### src/rtl/misr_sig_check.sv
// 32-bit MISR signature compactor: compresses a run of data words and
// compares the final signature against a golden value.
module misr_sig_check (
  input  logic        CK,
  input  logic        RESET,
  input  logic        start,
  input  logic [15:0] word_count,
  input  logic [31:0] golden,
  input  logic        in_valid,
  input  logic [31:0] in_data,
  output logic        in_ready,
  output logic        busy,
  output logic        done,
  output logic        pass,
  output logic [31:0] signature
);

  typedef enum logic [1:0] {IDLE, RUN, CHECK, DONE} state_t;

  // Feedback taps of x^32+x^16+x^11+x^4+1 (bits 16, 11, 4, 0)
  localparam logic [31:0] POLY_TAPS = 32'h0001_0811;

  state_t      state;
  state_t      state_next;
  logic [15:0] remaining;
  logic [31:0] golden_q;
  logic [31:0] sig_q;
  logic        pass_q;
  logic        accept_start;
  logic        transfer;
  logic [31:0] misr_next;

  assign accept_start = start && ((state == IDLE) || (state == DONE));
  assign transfer     = in_valid && (state == RUN);
  assign misr_next    = {sig_q[30:0], 1'b0} ^ in_data ^ ({32{sig_q[31]}} & POLY_TAPS);

  always_ff @(posedge CK or posedge RESET) begin
    if (RESET) state <= IDLE;
    else       state <= state_next;
  end

  always_comb begin
    state_next = state;
    case (state)
      IDLE, DONE: begin
        if (start) state_next = (word_count == 16'd0) ? CHECK : RUN;
      end
      RUN: begin
        if (in_valid && (remaining == 16'd1)) state_next = CHECK;
      end
      CHECK:   state_next = DONE;
      default: state_next = IDLE;
    endcase
  end

  always_ff @(posedge CK or posedge RESET) begin
    if (RESET) begin
      remaining <= 16'd0;
      golden_q  <= 32'd0;
      sig_q     <= 32'd0;
      pass_q    <= 1'b0;
    end else if (accept_start) begin
      remaining <= word_count;
      golden_q  <= golden;
      sig_q     <= 32'd0;
      pass_q    <= 1'b0;
    end else if (transfer) begin
      remaining <= remaining - 16'd1;
      sig_q     <= misr_next;
    end else if (state == CHECK) begin
      pass_q <= (sig_q == golden_q);
    end
  end

  // All outputs decode from registered state only
  assign in_ready  = (state == RUN);
  assign busy      = (state == RUN) || (state == CHECK);
  assign done      = (state == DONE);
  assign pass      = pass_q;
  assign signature = sig_q;

endmodule
### config.mk
export PLATFORM = sky130hd
export DESIGN_NAME = misr_sig_check
export DESIGN_NICKNAME = d
export VERILOG_FILES = /design/src/rtl/misr_sig_check.sv
export SDC_FILE = /design/constraint.sdc
export NUM_CORES = 1
export LEC_CHECK = 0
export ABC_AREA = 1
export CAP_MARGIN = 0
export CORE_MARGIN = 2
export CORE_UTILIZATION = 45
export CTS_CLUSTER_DIAMETER = 150
export DETAILED_ROUTE_END_ITERATION = 6
export PLACE_DENSITY = 0.75
export SYNTH_ARGS = -nofsm -noshare
export SYNTH_HDL_FRONTEND = slang
export SYNTH_SLANG_ARGS = --single-unit
export TNS_END_PERCENT = 20
### constraint.sdc
create_clock -name CK -period 3.7 [get_ports CK]
set_clock_uncertainty 0.05 [all_clocks]
set_input_delay 0.925 -clock CK [delete_from_list [all_inputs] [get_ports CK]]
set_output_delay 0.925 -clock CK [all_outputs]
set_load 0.02 [all_outputs]
Yosys cells after proc, flatten, opt, wreduce, memory -nomap -nowiden. Cells that the tools add are included.

Word-level logic and storage cells: 39. Output and inout port bits: 36. Register bits after elaboration: 83. Bits of input ports: 84.

Eq/ne operators: 8. Add/sub/neg operators: 1. Reductions and logical operators: 12. Bitwise gates (word level): 2. Mux-type cells: 11.

Operator list (number): $mux W32 (2); $eq A32 B32 Y1 (1); $mux W16 (2); $xor A32 B17 Y32 (1); $xor A32 B32 Y32 (1); $eq A16 B1 Y1 const B (1); $logic_not A16 Y1 (1); $sub A16 B1 Y16 const B (1); $mux W2 (3); $pmux W2 S3 (1); $eq A2 B2 Y1 const B (2); $ne A2 B2 Y1 const B (2); $reduce_and A2 Y1 (2); $reduce_bool A2 Y1 (2); $logic_and A1 B1 Y1 (3); $mux W1 (3); $eq A2 B1 Y1 const B (1); $logic_not A2 Y1 (1); $logic_or A1 B1 Y1 (2); $ne A2 B1 Y1 const B (1); $reduce_or A2 Y1 (1).

Depth between registers and ports, before layout.
Depth after elaboration: 5. Depth in mapped cells: 12.

Least setup slack after synthesis. OpenSTA, ideal clock, no wires.

Kind: register to output. From: register state[0]. To: output port busy. Stages on the path, launching flop included: 4. Slack: 1.796 ns. Buffers on the path: 0. Arrival time: 0.929 ns. Cells stage by stage: dfrtp_1 -> inv_1 -> ha_1 -> inv_1.

Word-level cells in the longest chain between the ends: 2.

RTL lines: start, declared (line 23) `state_t state;`; start signal, assigned (line 39) `else state <= state_next;`; $eq A2 B1 Y1 / $eq A2 B2 Y1 (equally long branches) (line 77) `assign busy = (state == RUN) || (state == CHECK);`; $logic_or A1 B1 Y1 * (line 77); end, declared (line 12) `output logic busy,`.

Mark *: on every way between the ends. The rest lies on a longest branch, timed or not.

Final worst setup path. Ends and elaborated chain as after synthesis.

==> impl_summary.md <==
Status
The flow ran to the end, and the final reports show no timing, DRC or antenna violations.

Placed design
The post-DP HPWL is about 8.4 mm. The count of port buffers added during placement is about 120. At the end of routability-driven placement, the weighted congestion stood at about 0.90. The post-detailed-placement cell area is roughly 0.0057 sq mm. The count of placed standard cells including taps is around 800.

Timing
For the pin with the worst max-slew slack, the measured transition is between 700 and 800 ps. The number of max-slew violations in the final report is 0. The highest achievable clock rate is approximately 350 MHz.

Hold is met by 452 ps. The count of endpoints failing hold in the final timing report is 0. Setup repair after global routing left no endpoint under its margin. In the finished design, the share of the clock period the worst path needs comes to between 70 and 80%. After layout, the minimum clock period comes to ~2900 ps. The count of endpoints failing setup in the final report is 0. Adding up every negative setup slack in the final design gives 0 ps. The worst slew margin relative to its limit is approximately 51%.

Final layout
The number of antenna diodes is 0. The number of inserted filler cells in the final layout is 891. The number of non-filler instances in the completed layout is 817. The post-layout instance area is 0.00594 sq mm. The area occupied by multi-input gates is about 0.0020 sq mm. The area growth from synthesis to layout is 34.7%. The sequential cell area is 0.00208 sq mm. The post-route netlist has 4.24% of its cells at a drive strength greater than 1. After the last flow step, the layout net total stands at around 770.

Clock tree
The hold buffer count at CTS is 0. The number of H-tree branching levels is 3. After clock tree synthesis, the repair step resized 0 gates.

The insertion delay of the later-clocked pin in the worst-skew pair is 360 ps. The number of sinks handled by clock tree synthesis is 83. No sink is reached through more buffers than the 2 on the longest clock path. The number of setup buffers added after CTS is 0.

Clock tree synthesis inserted a total of 9 buffers. The post-CTS clock slew at the launch and capture registers of the worst setup and hold paths is roughly 90 ps. TritonCTS built the clock tree. The root buffer cell is clkbuf_8.

Detailed routing
The remaining design rule violation count is 0. In this run, the number of DRC markers left after iteration 0 of detailed routing was about 190. The routed wirelength normalized by instance count is ~14 microns. The via-per-instance ratio is 4.91.

The via total after detailed routing is 4009. In this run the remaining antenna-violating nets after routing total 0. Wires add up to approximately 11 mm. The first detailed-routing pass took 5 iterations.

Global route
The global-route wire length before repair is approximately 19 mm. The via count of the first global-routing pass is roughly 4.0k. The maximum number of pins on one net before global-route repair is between 40 and 50. Global routing finished with a remaining overflow of 0.

The initial antenna violation count was 0. The global-route total usage across every layer is a little under a quarter.

Pwr
The share of power burned in combinational logic is between 50% and 60%. The internal portion of the total power is ~2700 uW. Dividing total power by cell area gives a power density of ~810 mW/mm^2. Of the total power, the clock network draws 14.1%. The net switching power is approximately 2100 uW.

The static leakage is ~0.0027 uW. The worst ir drop on vdd is about 350 uV. The design draws about 4800 uW. In this run, flip-flops and latches consume between 30% and 40% of the power. The switching portion of total power is 44.4%.

Die
The die is roughly 100 microns tall. The cell row count is 36. The die outline area is between 0.01 and 0.015 sq mm. The area of the core region is 0.00964 sq mm.

Measured along the x axis, the die boundary spans roughly 100 microns. Once the floorplan was initialized, standard cells occupied a little under half of the core. The I/O pin count is 120.

Worst hold path
The path class of the tightest hold or removal check is reg2reg.

Worst setup path
The most common cell type on the critical path is inv_1. Among cell families on the critical path, the largest total delay comes from buffers and inverters. The arrival time at the worst endpoint is between 1500 and 2000 ps. By startpoint and endpoint, the worst setup path is classified as reg2out. The type of destination of the critical path is an output pin. The maximum net fanout on the critical path is 3. The required time at the endpoint of the critical path is 2720 ps. The signal on the critical path passes through inv_1 -> ha_1 -> inv_1 -> clkdlybuf4s50_1. The buffers plus inverters on the worst setup path is 3. For flop-to-flop paths, the worst setup slack is 1530 ps. The kind of start point of the critical path is a flip-flop.

The delay of the slowest cell on the worst path is 610 ps. The master of the slowest instance on the critical path is clkdlybuf4s50_1.

Logic synthesis
Counting every net in the synthesized netlist gives 649. The number of synthesized flops with an enable pin is 0. The flip-flop and latch count after synthesis is 83.

The Yosys step of the flow raised 0 warnings. The proportion of register bits with asynchronous set or reset after synthesis is 100%. The post-synthesis instance total is between 500 and 600. The netlist uses 25 different library cells.

The netlist area before placement is 0.00441 sq mm. The proportion of synthesized chip area in sequential cells is between 40% and 50%. The primary flip-flop cell chosen by synthesis mapping is dfrtp_1.

The average instance in the mapped netlist occupies 7.87 sq um.

Job
The tool flagged a number of max-cap violations equal to 0.
-- layout by cell type, fill, tap and decap left out, drive strengths merged --
| cell | count |
|---|---|
| a21oi | 5 |
| clkbuf | 10 |
| bufinv | 1 |
| nand3 | 16 |
| inv | 72 |
| nor2 | 48 |
| ha | 5 |
| dfrtp | 83 |
| xor2 | 8 |
| buf | 5 |
| o211ai | 4 |
| nand4 | 7 |
| o221ai | 5 |
| o21ai | 39 |
| o21bai | 2 |
| nand2 | 186 |
| clkinvlp | 2 |
| clkdlybuf4s50 | 119 |
| clkinv | 2 |
| a22o | 1 |
| o22ai | 20 |
| xnor2 | 44 |
-- synthesized netlist by cell type (3+ instances only) --
| master | count | share of area [%] |
|---|---|---|
| nand2_1 | 184 | 16 |
| dfrtp_1 | 83 | 47 |
| inv_1 | 68 | 5.8 |
| nor2_1 | 47 | 4.0 |
| xnor2_1 | 44 | 8.7 |
| o21ai_0 | 39 | 4.4 |
| o22ai_1 | 20 | 2.8 |
| nand3_1 | 15 | 1.7 |
| buf_2 | 10 | 1.1 |
| xor2_1 | 8 | 1.6 |
| nand4_1 | 7 | 0.99 |
| clkbuf_1 | 5 | 0.43 |
| ha_1 | 5 | 1.4 |
| o221ai_1 | 5 | 0.99 |
| a21oi_1 | 4 | 0.45 |
| o211ai_1 | 4 | 0.68 |
| inv_2 | 3 | 0.26 |
-- power by group through the flow --
stage                     Sequential [uW]  Combinational, uW  Clock [uW]
after global routing                 1750               2740         723
after CTS                            1690               2450         689
after global placement               1680               2360           0
after detailed placement             1700               2430           0
after floorplan                      1780               1520           0
final                                1690               2430         677
-- worst reg2reg max path, cell delays in order, from the launching register on --
cell      delay, ps
dfrtp_1         380
inv_1            70
ha_1            350
nand2_4         240
nand3_2         350
buf_4           350
a21oi_1         120
o21ai_0          90
o211ai_1         80
-- per-stage QoR --
step	utilization (%)	setup WS, ps
final	61.6	828
after global routing	61.6	743
after CTS	61.6	817
after detailed placement	59.5	922
after global placement	59.5	924
after floorplan	-	588
-- registers in the layout, indices dropped and copies added, names as in the netlist --
name,count
golden_q,32
pass,1
remaining,16
signature,32
state,2
-- layer usage --
layer  part of all wire [%]  vias up  GRT usage [%]  wire length, microns
li1                       -     1989              -                     -
met1                     45     1867           30.9                  5110
met2                     47      137           37.1                  5410
met3                    6.3       16           4.27                   718
met4                    1.5        0           7.09                   176
met5                      0        -              0                     0
-- cells by family (layout without fill, tap and decap cells) --
logic type      after synthesis  after routing  synth area share (%)
simple gates                257            257                  23.1
buf+inv                      87            211                  7.86
flops                        83             83                  47.1
compound gates               76             76                  10.1
xor+xnor                     52             52                  10.3
fa+ha+maj                     5              5                  1.42
-- path summary, 6_finish.rpt --
kind / start / endpoint / depth (start not counted)
max: state[0] / busy / 4
min: pass / pass / 2
max reg2reg: state[0] / remaining[5] / 8
min reg2reg: pass / pass / 2
max in group asynchronous: RESET / golden_q[6] / 3
min in group asynchronous: RESET / golden_q[27] / 2
-- final cells by class --
type,instances,share of cell area (%)
flip-flops and latches,83,35.0
multi-input cells,390,33.4
inverters,71,4.51
repair buffers,124,20.9
well taps,133,2.80
clock inverters,6,1.24
clock buffers,10,2.15
Power figures use the tool's default switching activity.
